--- config.mk ---
export PLATFORM = sky130hd
export DESIGN_NAME = agc_core_flat
export DESIGN_NICKNAME = d
export VERILOG_FILES = /design/src/rtl/agc_core_if.sv /design/src/rtl/agc_core.sv /design/src/flat_wrapper.sv
export SDC_FILE = /design/constraint.sdc
export NUM_CORES = 1
export LEC_CHECK = 0
export CORE_UTILIZATION = 40
export DETAILED_ROUTE_END_ITERATION = 12
export PLACE_DENSITY = 0.78
export SLEW_MARGIN = 20
export SYNTH_ARGS = -nofsm -noshare
export SYNTH_HDL_FRONTEND = slang
export SYNTH_SLANG_ARGS = --single-unit
--- constraint.sdc ---
create_clock -name CLOCK -period 4.3 [get_ports CLOCK]
set_input_delay 0.645 -clock CLOCK [delete_from_list [all_inputs] [get_ports CLOCK]]
set_output_delay 0.645 -clock CLOCK [all_outputs]
set_load 0.005 [all_outputs]
--- src/rtl/agc_core_if.sv ---
// agc_core_if: control, write-line and timing-output bundle of the AGC timing/restart core.
`default_nettype none

interface agc_core_if;
  logic STRT1, STRT2, ALGA, MSTP, SBY;
  logic WL01_n, WL02_n, WL03_n, WL04_n, WL05_n, WL06_n, WL07_n, WL08_n;
  logic WL09_n, WL10_n, WL11_n, WL12_n, WL13_n, WL14_n, WL15_n, WL16_n;
  // Control inputs carried through the AGC port list with no effect in this revision
  logic C24A, C44P, WL15, WL16, XT0_n, YT0_n, XB7_n, YB0_n;
  logic FETCH0, INKL, MONWBK, SHIFT, RADRZ;
  logic T01_n, T02_n, T03_n, T04_n, T05_n, T06_n, T07_n, T08_n;
  logic T09_n, T10_n, T11_n, T12_n;
  logic GOJAM, RESTRT;
  logic [15:0] WLREG;
  logic [11:0] FS;

  modport master (
    output STRT1, STRT2, ALGA, MSTP, SBY,
    output WL01_n, WL02_n, WL03_n, WL04_n, WL05_n, WL06_n, WL07_n, WL08_n,
    output WL09_n, WL10_n, WL11_n, WL12_n, WL13_n, WL14_n, WL15_n, WL16_n,
    output C24A, C44P, WL15, WL16, XT0_n, YT0_n, XB7_n, YB0_n,
    output FETCH0, INKL, MONWBK, SHIFT, RADRZ,
    input  T01_n, T02_n, T03_n, T04_n, T05_n, T06_n, T07_n, T08_n,
    input  T09_n, T10_n, T11_n, T12_n,
    input  GOJAM, RESTRT, WLREG, FS
  );

  modport slave (
    input  STRT1, STRT2, ALGA, MSTP, SBY,
    input  WL01_n, WL02_n, WL03_n, WL04_n, WL05_n, WL06_n, WL07_n, WL08_n,
    input  WL09_n, WL10_n, WL11_n, WL12_n, WL13_n, WL14_n, WL15_n, WL16_n,
    input  C24A, C44P, WL15, WL16, XT0_n, YT0_n, XB7_n, YB0_n,
    input  FETCH0, INKL, MONWBK, SHIFT, RADRZ,
    output T01_n, T02_n, T03_n, T04_n, T05_n, T06_n, T07_n, T08_n,
    output T09_n, T10_n, T11_n, T12_n,
    output GOJAM, RESTRT, WLREG, FS
  );
endinterface

`default_nettype wire

--- src/rtl/agc_core.sv ---
// agc_core: 12-phase time-pulse generator, GOJAM restart sequencer, RESTRT flag, WL capture, MCT scaler.
// Optional standby (SBY freezes time pulses) is enabled by defining AGC_STANDBY_EN.
`default_nettype none

module agc_core (
  input  wire         CLOCK,
  input  wire         SIM_RST_n,
  agc_core_if.slave   bus
);

  typedef enum logic [3:0] {
    T01 = 4'd1,  T02 = 4'd2,  T03 = 4'd3,  T04 = 4'd4,
    T05 = 4'd5,  T06 = 4'd6,  T07 = 4'd7,  T08 = 4'd8,
    T09 = 4'd9,  T10 = 4'd10, T11 = 4'd11, T12 = 4'd12
  } tp_t;

  tp_t         tp;
  logic        gojam;
  logic        restrt;
  logic        stby;
  logic [15:0] wlreg;
  logic [11:0] fs;
  logic [3:0]  ps;

  logic        rq;
  logic        sby_req;
  logic [15:0] wl_n;
  tp_t         tp_next;
  logic [11:0] tpulse_n;

  assign rq   = bus.STRT1 | bus.STRT2 | bus.ALGA;
  assign wl_n = {bus.WL16_n, bus.WL15_n, bus.WL14_n, bus.WL13_n,
                 bus.WL12_n, bus.WL11_n, bus.WL10_n, bus.WL09_n,
                 bus.WL08_n, bus.WL07_n, bus.WL06_n, bus.WL05_n,
                 bus.WL04_n, bus.WL03_n, bus.WL02_n, bus.WL01_n};
  assign tp_next = (tp == T12) ? T01 : tp_t'(tp + 4'd1);

`ifdef AGC_STANDBY_EN
  assign sby_req = bus.SBY;
`else
  assign sby_req = 1'b0;
`endif

  // GOJAM ends on the 12->1 wrap, i.e. the 12th edge after the last request sample.
  always_ff @(posedge CLOCK or negedge SIM_RST_n) begin
    if (!SIM_RST_n) begin
      tp     <= T01;
      gojam  <= 1'b1;
      restrt <= 1'b1;
      stby   <= 1'b0;
      wlreg  <= 16'h0000;
      fs     <= 12'd0;
      ps     <= 4'd0;
    end else begin
      if (ps == 4'd11) begin
        ps <= 4'd0;
        fs <= fs + 12'd1;
      end else begin
        ps <= ps + 4'd1;
      end

      if (rq) begin
        tp     <= T01;
        gojam  <= 1'b1;
        restrt <= 1'b1;
        stby   <= 1'b0;
      end else if (gojam) begin
        tp     <= tp_next;
        restrt <= 1'b1;
        stby   <= 1'b0;
        if (tp == T12)
          gojam <= 1'b0;
      end else if (sby_req) begin
        stby <= 1'b1;
      end else begin
        stby <= 1'b0;
        if (tp == T08) begin
          wlreg <= ~wl_n;
          if (!bus.WL13_n && !bus.WL14_n)
            restrt <= 1'b0;
        end
        if (!(bus.MSTP && tp == T12))
          tp <= tp_next;
      end
    end
  end

  // Decode from registered state only; standby blanks every pulse.
  always_comb begin
    tpulse_n = '1;
    for (int i = 0; i < 12; i++)
      if (!stby && tp == tp_t'(i + 1))
        tpulse_n[i] = 1'b0;
  end

  assign bus.T01_n  = tpulse_n[0];
  assign bus.T02_n  = tpulse_n[1];
  assign bus.T03_n  = tpulse_n[2];
  assign bus.T04_n  = tpulse_n[3];
  assign bus.T05_n  = tpulse_n[4];
  assign bus.T06_n  = tpulse_n[5];
  assign bus.T07_n  = tpulse_n[6];
  assign bus.T08_n  = tpulse_n[7];
  assign bus.T09_n  = tpulse_n[8];
  assign bus.T10_n  = tpulse_n[9];
  assign bus.T11_n  = tpulse_n[10];
  assign bus.T12_n  = tpulse_n[11];
  assign bus.GOJAM  = gojam;
  assign bus.RESTRT = restrt;
  assign bus.WLREG  = wlreg;
  assign bus.FS     = fs;

  logic unused_inputs;
  assign unused_inputs = ^{bus.C24A, bus.C44P, bus.WL15, bus.WL16, bus.XT0_n, bus.YT0_n,
                           bus.XB7_n, bus.YB0_n, bus.FETCH0, bus.INKL, bus.MONWBK,
                           bus.SHIFT, bus.RADRZ, bus.SBY};

endmodule

`default_nettype wire

--- src/flat_wrapper.sv ---
// flat-port wrapper written by rule: the top's interface ports become plain ports
module agc_core_flat 
  (CLOCK, SIM_RST_n, bus_STRT1, bus_STRT2, bus_ALGA, bus_MSTP, bus_SBY, bus_WL01_n, bus_WL02_n, bus_WL03_n, bus_WL04_n, bus_WL05_n, bus_WL06_n, bus_WL07_n, bus_WL08_n, bus_WL09_n, bus_WL10_n, bus_WL11_n, bus_WL12_n, bus_WL13_n, bus_WL14_n, bus_WL15_n, bus_WL16_n, bus_C24A, bus_C44P, bus_WL15, bus_WL16, bus_XT0_n, bus_YT0_n, bus_XB7_n, bus_YB0_n, bus_FETCH0, bus_INKL, bus_MONWBK, bus_SHIFT, bus_RADRZ, bus_T01_n, bus_T02_n, bus_T03_n, bus_T04_n, bus_T05_n, bus_T06_n, bus_T07_n, bus_T08_n, bus_T09_n, bus_T10_n, bus_T11_n, bus_T12_n, bus_GOJAM, bus_RESTRT, bus_WLREG, bus_FS);
  agc_core_if bus_i ();
  input  wire CLOCK;
  input  wire SIM_RST_n;
  input wire logic [$bits(bus_i.STRT1)-1:0] bus_STRT1;
  input wire logic [$bits(bus_i.STRT2)-1:0] bus_STRT2;
  input wire logic [$bits(bus_i.ALGA)-1:0] bus_ALGA;
  input wire logic [$bits(bus_i.MSTP)-1:0] bus_MSTP;
  input wire logic [$bits(bus_i.SBY)-1:0] bus_SBY;
  input wire logic [$bits(bus_i.WL01_n)-1:0] bus_WL01_n;
  input wire logic [$bits(bus_i.WL02_n)-1:0] bus_WL02_n;
  input wire logic [$bits(bus_i.WL03_n)-1:0] bus_WL03_n;
  input wire logic [$bits(bus_i.WL04_n)-1:0] bus_WL04_n;
  input wire logic [$bits(bus_i.WL05_n)-1:0] bus_WL05_n;
  input wire logic [$bits(bus_i.WL06_n)-1:0] bus_WL06_n;
  input wire logic [$bits(bus_i.WL07_n)-1:0] bus_WL07_n;
  input wire logic [$bits(bus_i.WL08_n)-1:0] bus_WL08_n;
  input wire logic [$bits(bus_i.WL09_n)-1:0] bus_WL09_n;
  input wire logic [$bits(bus_i.WL10_n)-1:0] bus_WL10_n;
  input wire logic [$bits(bus_i.WL11_n)-1:0] bus_WL11_n;
  input wire logic [$bits(bus_i.WL12_n)-1:0] bus_WL12_n;
  input wire logic [$bits(bus_i.WL13_n)-1:0] bus_WL13_n;
  input wire logic [$bits(bus_i.WL14_n)-1:0] bus_WL14_n;
  input wire logic [$bits(bus_i.WL15_n)-1:0] bus_WL15_n;
  input wire logic [$bits(bus_i.WL16_n)-1:0] bus_WL16_n;
  input wire logic [$bits(bus_i.C24A)-1:0] bus_C24A;
  input wire logic [$bits(bus_i.C44P)-1:0] bus_C44P;
  input wire logic [$bits(bus_i.WL15)-1:0] bus_WL15;
  input wire logic [$bits(bus_i.WL16)-1:0] bus_WL16;
  input wire logic [$bits(bus_i.XT0_n)-1:0] bus_XT0_n;
  input wire logic [$bits(bus_i.YT0_n)-1:0] bus_YT0_n;
  input wire logic [$bits(bus_i.XB7_n)-1:0] bus_XB7_n;
  input wire logic [$bits(bus_i.YB0_n)-1:0] bus_YB0_n;
  input wire logic [$bits(bus_i.FETCH0)-1:0] bus_FETCH0;
  input wire logic [$bits(bus_i.INKL)-1:0] bus_INKL;
  input wire logic [$bits(bus_i.MONWBK)-1:0] bus_MONWBK;
  input wire logic [$bits(bus_i.SHIFT)-1:0] bus_SHIFT;
  input wire logic [$bits(bus_i.RADRZ)-1:0] bus_RADRZ;
  output wire logic [$bits(bus_i.T01_n)-1:0] bus_T01_n;
  output wire logic [$bits(bus_i.T02_n)-1:0] bus_T02_n;
  output wire logic [$bits(bus_i.T03_n)-1:0] bus_T03_n;
  output wire logic [$bits(bus_i.T04_n)-1:0] bus_T04_n;
  output wire logic [$bits(bus_i.T05_n)-1:0] bus_T05_n;
  output wire logic [$bits(bus_i.T06_n)-1:0] bus_T06_n;
  output wire logic [$bits(bus_i.T07_n)-1:0] bus_T07_n;
  output wire logic [$bits(bus_i.T08_n)-1:0] bus_T08_n;
  output wire logic [$bits(bus_i.T09_n)-1:0] bus_T09_n;
  output wire logic [$bits(bus_i.T10_n)-1:0] bus_T10_n;
  output wire logic [$bits(bus_i.T11_n)-1:0] bus_T11_n;
  output wire logic [$bits(bus_i.T12_n)-1:0] bus_T12_n;
  output wire logic [$bits(bus_i.GOJAM)-1:0] bus_GOJAM;
  output wire logic [$bits(bus_i.RESTRT)-1:0] bus_RESTRT;
  output wire logic [$bits(bus_i.WLREG)-1:0] bus_WLREG;
  output wire logic [$bits(bus_i.FS)-1:0] bus_FS;
  assign bus_i.STRT1 = bus_STRT1;
  assign bus_i.STRT2 = bus_STRT2;
  assign bus_i.ALGA = bus_ALGA;
  assign bus_i.MSTP = bus_MSTP;
  assign bus_i.SBY = bus_SBY;
  assign bus_i.WL01_n = bus_WL01_n;
  assign bus_i.WL02_n = bus_WL02_n;
  assign bus_i.WL03_n = bus_WL03_n;
  assign bus_i.WL04_n = bus_WL04_n;
  assign bus_i.WL05_n = bus_WL05_n;
  assign bus_i.WL06_n = bus_WL06_n;
  assign bus_i.WL07_n = bus_WL07_n;
  assign bus_i.WL08_n = bus_WL08_n;
  assign bus_i.WL09_n = bus_WL09_n;
  assign bus_i.WL10_n = bus_WL10_n;
  assign bus_i.WL11_n = bus_WL11_n;
  assign bus_i.WL12_n = bus_WL12_n;
  assign bus_i.WL13_n = bus_WL13_n;
  assign bus_i.WL14_n = bus_WL14_n;
  assign bus_i.WL15_n = bus_WL15_n;
  assign bus_i.WL16_n = bus_WL16_n;
  assign bus_i.C24A = bus_C24A;
  assign bus_i.C44P = bus_C44P;
  assign bus_i.WL15 = bus_WL15;
  assign bus_i.WL16 = bus_WL16;
  assign bus_i.XT0_n = bus_XT0_n;
  assign bus_i.YT0_n = bus_YT0_n;
  assign bus_i.XB7_n = bus_XB7_n;
  assign bus_i.YB0_n = bus_YB0_n;
  assign bus_i.FETCH0 = bus_FETCH0;
  assign bus_i.INKL = bus_INKL;
  assign bus_i.MONWBK = bus_MONWBK;
  assign bus_i.SHIFT = bus_SHIFT;
  assign bus_i.RADRZ = bus_RADRZ;
  assign bus_T01_n = bus_i.T01_n;
  assign bus_T02_n = bus_i.T02_n;
  assign bus_T03_n = bus_i.T03_n;
  assign bus_T04_n = bus_i.T04_n;
  assign bus_T05_n = bus_i.T05_n;
  assign bus_T06_n = bus_i.T06_n;
  assign bus_T07_n = bus_i.T07_n;
  assign bus_T08_n = bus_i.T08_n;
  assign bus_T09_n = bus_i.T09_n;
  assign bus_T10_n = bus_i.T10_n;
  assign bus_T11_n = bus_i.T11_n;
  assign bus_T12_n = bus_i.T12_n;
  assign bus_GOJAM = bus_i.GOJAM;
  assign bus_RESTRT = bus_i.RESTRT;
  assign bus_WLREG = bus_i.WLREG;
  assign bus_FS = bus_i.FS;
  agc_core u_core (.CLOCK(CLOCK), .SIM_RST_n(SIM_RST_n), .bus(bus_i));
endmodule
======== Word-level counts from Yosys, hierarchy flattened ========
Index checks and enable logic that the tools add are counted.
operators by class
  $add $sub $neg .......................... 3
  reductions and logical operators ........ 8
  bitwise logic cells ..................... 5
  eq/ne operators ......................... 14
  mux-type cells .......................... 23
operator list
  kind                                           number
  == test 4 bit, second input constant           6
  two-way mux 4 bit                              5
  two-way mux 1 bit                              18
  == test 4 x 3 -> 1 bit, second input constant  4
  inverter 16 bit                                1
  adder 12 x 1 -> 12 bit, second input constant  1
  adder 4 x 1 -> 4 bit, second input constant    2
  == test 4 x 2 -> 1 bit, second input constant  2
  nonzero test 3 bit                             2
  == test 4 x 1 -> 1 bit, second input constant  1
  != test 3 x 1 -> 1 bit, second input constant  1
  AND reduction 3 bit                            1
  logical AND 1 bit                              2
  logical NOT 1 bit                              2
  inverter 1 bit                                 2
  OR 1 bit                                       2
  AND reduction 2 bit                            1
word-level totals
  word-level logic and storage cells ...... 59
  output and inout bits ................... 42
  input port bits ......................... 36
  bits in registers ....................... 38

======== Longest topological paths before layout ========
  word-level depth ........................ 6
  mapped depth ............................ 7
  gate-level depth less buffers ........... 6

======== Worst setup path before layout ========
Ideal clock, no wire load.
  path kind ............................... input to register
  start point ............................. input port bus_STRT2
  end point ............................... register u_core.wlreg[10] (netlist: u_core.bus.WLREG[10])
  slack ................................... 2.439 ns
  path buffers ............................ 2
  stages on the path ...................... 5
  arrival time ............................ 1.738 ns
  data required time ...................... 4.177 ns
  library setup time ...................... 0.123 ns
  path through ............................ or3_4 > or3_1 > buf_6 > buf_12 > mux2i_1
between the ends
  cells in the longest elaborated chain, start to end .. 4
RTL lines
  what                                  RTL line           RTL
  from (decl)                           flat_wrapper.sv:8  input wire logic [$bits(bus_i.STRT2)-1:0] bus_STRT2;
  OR 1 bit (2 in a row)                 agc_core.sv:31     assign rq = bus.STRT1 | bus.STRT2 | bus.ALGA;
  inverter 1 bit (no source line)       n/a
  AND reduction 3 bit (no source line)  n/a
  to (signal assigned)                  agc_core.sv:78     wlreg <= ~wl_n;
  to (decl)                             agc_core.sv:21     logic [15:0] wlreg;
Every way passes these cells.
A chain may end at the register's enable or synchronous reset.

======== Worst setup path in the final report ========
  start point ............................. register u_core.tp[0]
  end point ............................... output port bus_T12_n
between the ends
  cells in the longest elaborated chain, start to end .. 2
RTL lines
  what                    RTL line            RTL
  from (decl)             agc_core.sv:17      tp_t tp;
  from (signal assigned)  agc_core.sv:68      tp <= tp_next;
  from (signal assigned)  agc_core.sv:83      tp <= tp_next;
  == test 4 bit           agc_core.sv:92      if (!stby && tp == tp_t'(i + 1))
  two-way mux 1 bit       agc_core.sv:92
  to (decl)               flat_wrapper.sv:52  output wire logic [$bits(bus_i.T12_n)-1:0] bus_T12_n;
Every way passes these cells.

==> flow_summary_export.csv <==
group,metric,value,unit
synthesis,synth-main-ff-cell,"dfrtp_1",
detailed_routing,wl_per_cell,12.03,µm
cts,cts_tree,"done",
cts,clk_pin_slew_worst_paths,0.06,ns
power,p_per_area,252.2,mW/mm²
sta,fmax,362.3,MHz
floorplanning,initial_core_util,42.87,%
detailed_routing,num_vias,1331,
power,internal-power,503.7,µW
placed_design,port_buffers,63,
power,power_frac_comb,7.6,%
sta,fin_ws,1.540,ns
synthesis,ys_seq_elements,38,
floorplanning,io_pins,78,
sta,hold_viol_final,0,
synthesis,synth_edf_count,0,
synthesis,ys_warn_count,0,
sta,setup_viol,0,
synthesis,synth_top_area_cell,"dfrtp_1",
cts,clkLatencyLatePin,0.27,ns
worst_setup_path,crit_fanout,6,
power,p_seq_share,58.2,%
sta,layout_min_cycle_time,2.760,ns
power,total_power,628.9,µW
synthesis,async_flop_share,100.0,%
worst_setup_path,arrival,2.12,ns
layout,fin_nets,267,
placed_design,place_congestion,0.7632,
cts,cts_resized,0,
floorplanning,rows,23,
grt,first_global_vias,1203,
run,drv_cap,0,
placed_design,dp_slack,1.673,ns
power,pwr-share-clk,34.2,%
synthesis,synthCells,158,
cts,cts_max_level,2,
layout,drive_gt1_share,5.333,%
layout,synthToLayoutAreaGrowth,41.35,%
synthesis,syn_nets,200,
grt,grt_max_degree,39,
synthesis,synthMuxAreaShare,10.35,%
cts,cts_buffer_depth,2,
cts,cts-hold-fix-buffers,0,
synthesis,syn-mean-instance-area,11.17,µm²
synthesis,synth_top_area_share,49.65,%
synthesis,yosys.area_share.simple,15.46,%
floorplanning,dieWidth,68.41,µm
detailed_routing,vias_per_cell,4.840,
synthesis,synth-compound-area-share,3.617,%
detailed_routing,antenna_left,0,
placed_design,dpl.hpwl,2486,µm
worst_setup_path,worstSetupPathType,"reg2out",
sta,worst_pin_slew,0.9315,ns
power,p_switching,125.2,µW
grt,grt_antenna_before_repair,0,
outcome,run_status,"finished clean",
synthesis,ys_types,33,
detailed_routing,drc,0,
synthesis,syn-cell-area,0.001764,mm²
synthesis,synthTopCellsByCount,"dfrtp_1 (35), inv_1 (20), mux2i_1 (16), nand2_1 (16)",
floorplanning,die_y,68.41,µm
synthesis,synth_top_family_by_area,"simple AND/OR/NAND/NOR gates",
synthesis,ys_seq_area_share,54.11,%
sta,final.setup_skew,0.002162,ns
worst_setup_path,start_kind,"flop",
sta,tns,0,ns
cts,root_buffer,"clkbuf_8",
cts,cts_setup_buffers,0,
floorplanning,core,0.004115,mm²
layout,insertedDiodeCount,0,
grt,track_usage,15.40,%
cts,clock_sinks,38,
synthesis,synth.most_common_cell,"dfrtp_1",
detailed_routing,wl,3307,µm
synthesis,synth-xor-area-share,5.957,%
detailed_routing,first_iter_violations,64,
cts,cts_inserted_buffers,5,
power,leakagePower,0.001265,µW
worst_setup_path,required,3.65,ns
sta,period_share,64.19,%
power,switching_share,19.91,%
synthesis,yosys-top-cells-area,"dfrtp_1 (50%), mux2i_1 (9.1%), dfstp_2 (4.5%)",
grt,grt.overflow.total,0,
worst_setup_path,cp-end-kind,"primary output",
grt,grt_pass1_wl,5306,µm
detailed_routing,dr.pass1.iters,4,
sta,drv_slew,0,
power,ir_drop,0.1835,mV
sta,max-slew-margin-rel,37.90,%
sta,rsz0062_at_grt,"no",
hold_path,holdCritPathClass,"in2async",
synthesis,synthAdderAreaFrac,4.255,%
floorplanning,die-area,0.004680,mm²
layout by cell type, fill, tap and decap left out, types with 5 or more instances in the layout:
master,instances
xnor2_1,6
dfrtp_1,35
nand2_1,16
ha_1,6
mux2i_1,16
xor2_1,6
clkdlybuf4s50_1,62
clkbuf_8,5
inv_1,20
nor2_1,5
metrics by stage:
stage	util (%)	area [µm²]	cells	hold WS (ns)
3_5_place_dp	58.74	2417	268	0.4516
2_1_floorplan	-	1764	158	0.3494
4_1_cts	60.60	2494	275	0.4621
5_1_grt	60.60	2494	275	0.4836
3_3_place_gp	58.74	2417	268	0.4526
6_report	60.60	2494	275	0.4547
logic make-up after synthesis:
family                   count (synthesis)
AND/OR/NAND/NOR                         51
flip-flops                              38
buffers and inverters                   23
multiplexers                            18
XOR/XNOR                                12
AO/OA/AOI/OAI                           10
adder cells (fa/ha/maj)                  6
power groups by stage:
| stage | Sequential [µW] | Combinational (µW) | Clock, µW |
|---|---|---|---|
| floorplan | 373 | 9.64 | 0 |
| global placement | 372 | 48.5 | 0 |
| detailed placement | 372 | 48.8 | 0 |
| CTS | 366 | 48.9 | 229 |
| global route | 366 | 53.7 | 241 |
| finish | 366 | 47.7 | 215 |
path summary, 6_finish.rpt:
kind,startpoint,endpoint,slack (ns),cells after the start
worst max register to register,u_core.tp[0],u_core.bus.WLREG[9],2.11,5
worst min-delay path,SIM_RST_n,u_core.bus.FS[9],0.45,1
min in group CLOCK,u_core.ps[0],u_core.ps[0],0.46,1
worst max-delay path,u_core.tp[0],bus_T12_n,1.54,5
max in group asynchronous,SIM_RST_n,u_core.bus.WLREG[3],3.33,1
worst min register to register,u_core.ps[0],u_core.ps[0],0.46,1
registers in the layout, summed over array words and instances (netlist names):
signal             flops
u_core.bus.GOJAM       1
u_core.tp              4
u_core.bus.FS         12
u_core.bus.RESTRT      1
u_core.bus.WLREG      16
u_core.ps              4
critical path, stage by stage (launching register included):
cell and delay (ns):
dfstp_2 0.58, inv_1 0.09, ha_1 0.24, and3_1 0.22, inv_1 0.17, clkdlybuf4s50_1 0.55
layer usage:
metal / wire, µm / vias to the layer above / GRT usage [%] / part of all wire (%)
met4: 26 / 0 / 5.990 / 0.79
met2: 1645 / 34 / 25.61 / 50
met1: 1477 / 632 / 19.35 / 45
met5: 0 / - / 0 / 0
met3: 157 / 2 / 3.333 / 4.7
li1: - / 663 / - / -
layout make-up:
cell class | count | area (µm²)
tap | 50 | 62.56
fill | 362 | 1622
multi-input combinational | 97 | 699.4
inverter | 20 | 75.07
timing repair buffer | 63 | 625.6
clock buffer | 7 | 76.32
sequential | 38 | 954.7
No activity file was read; power rests on OpenSTA's default activity.
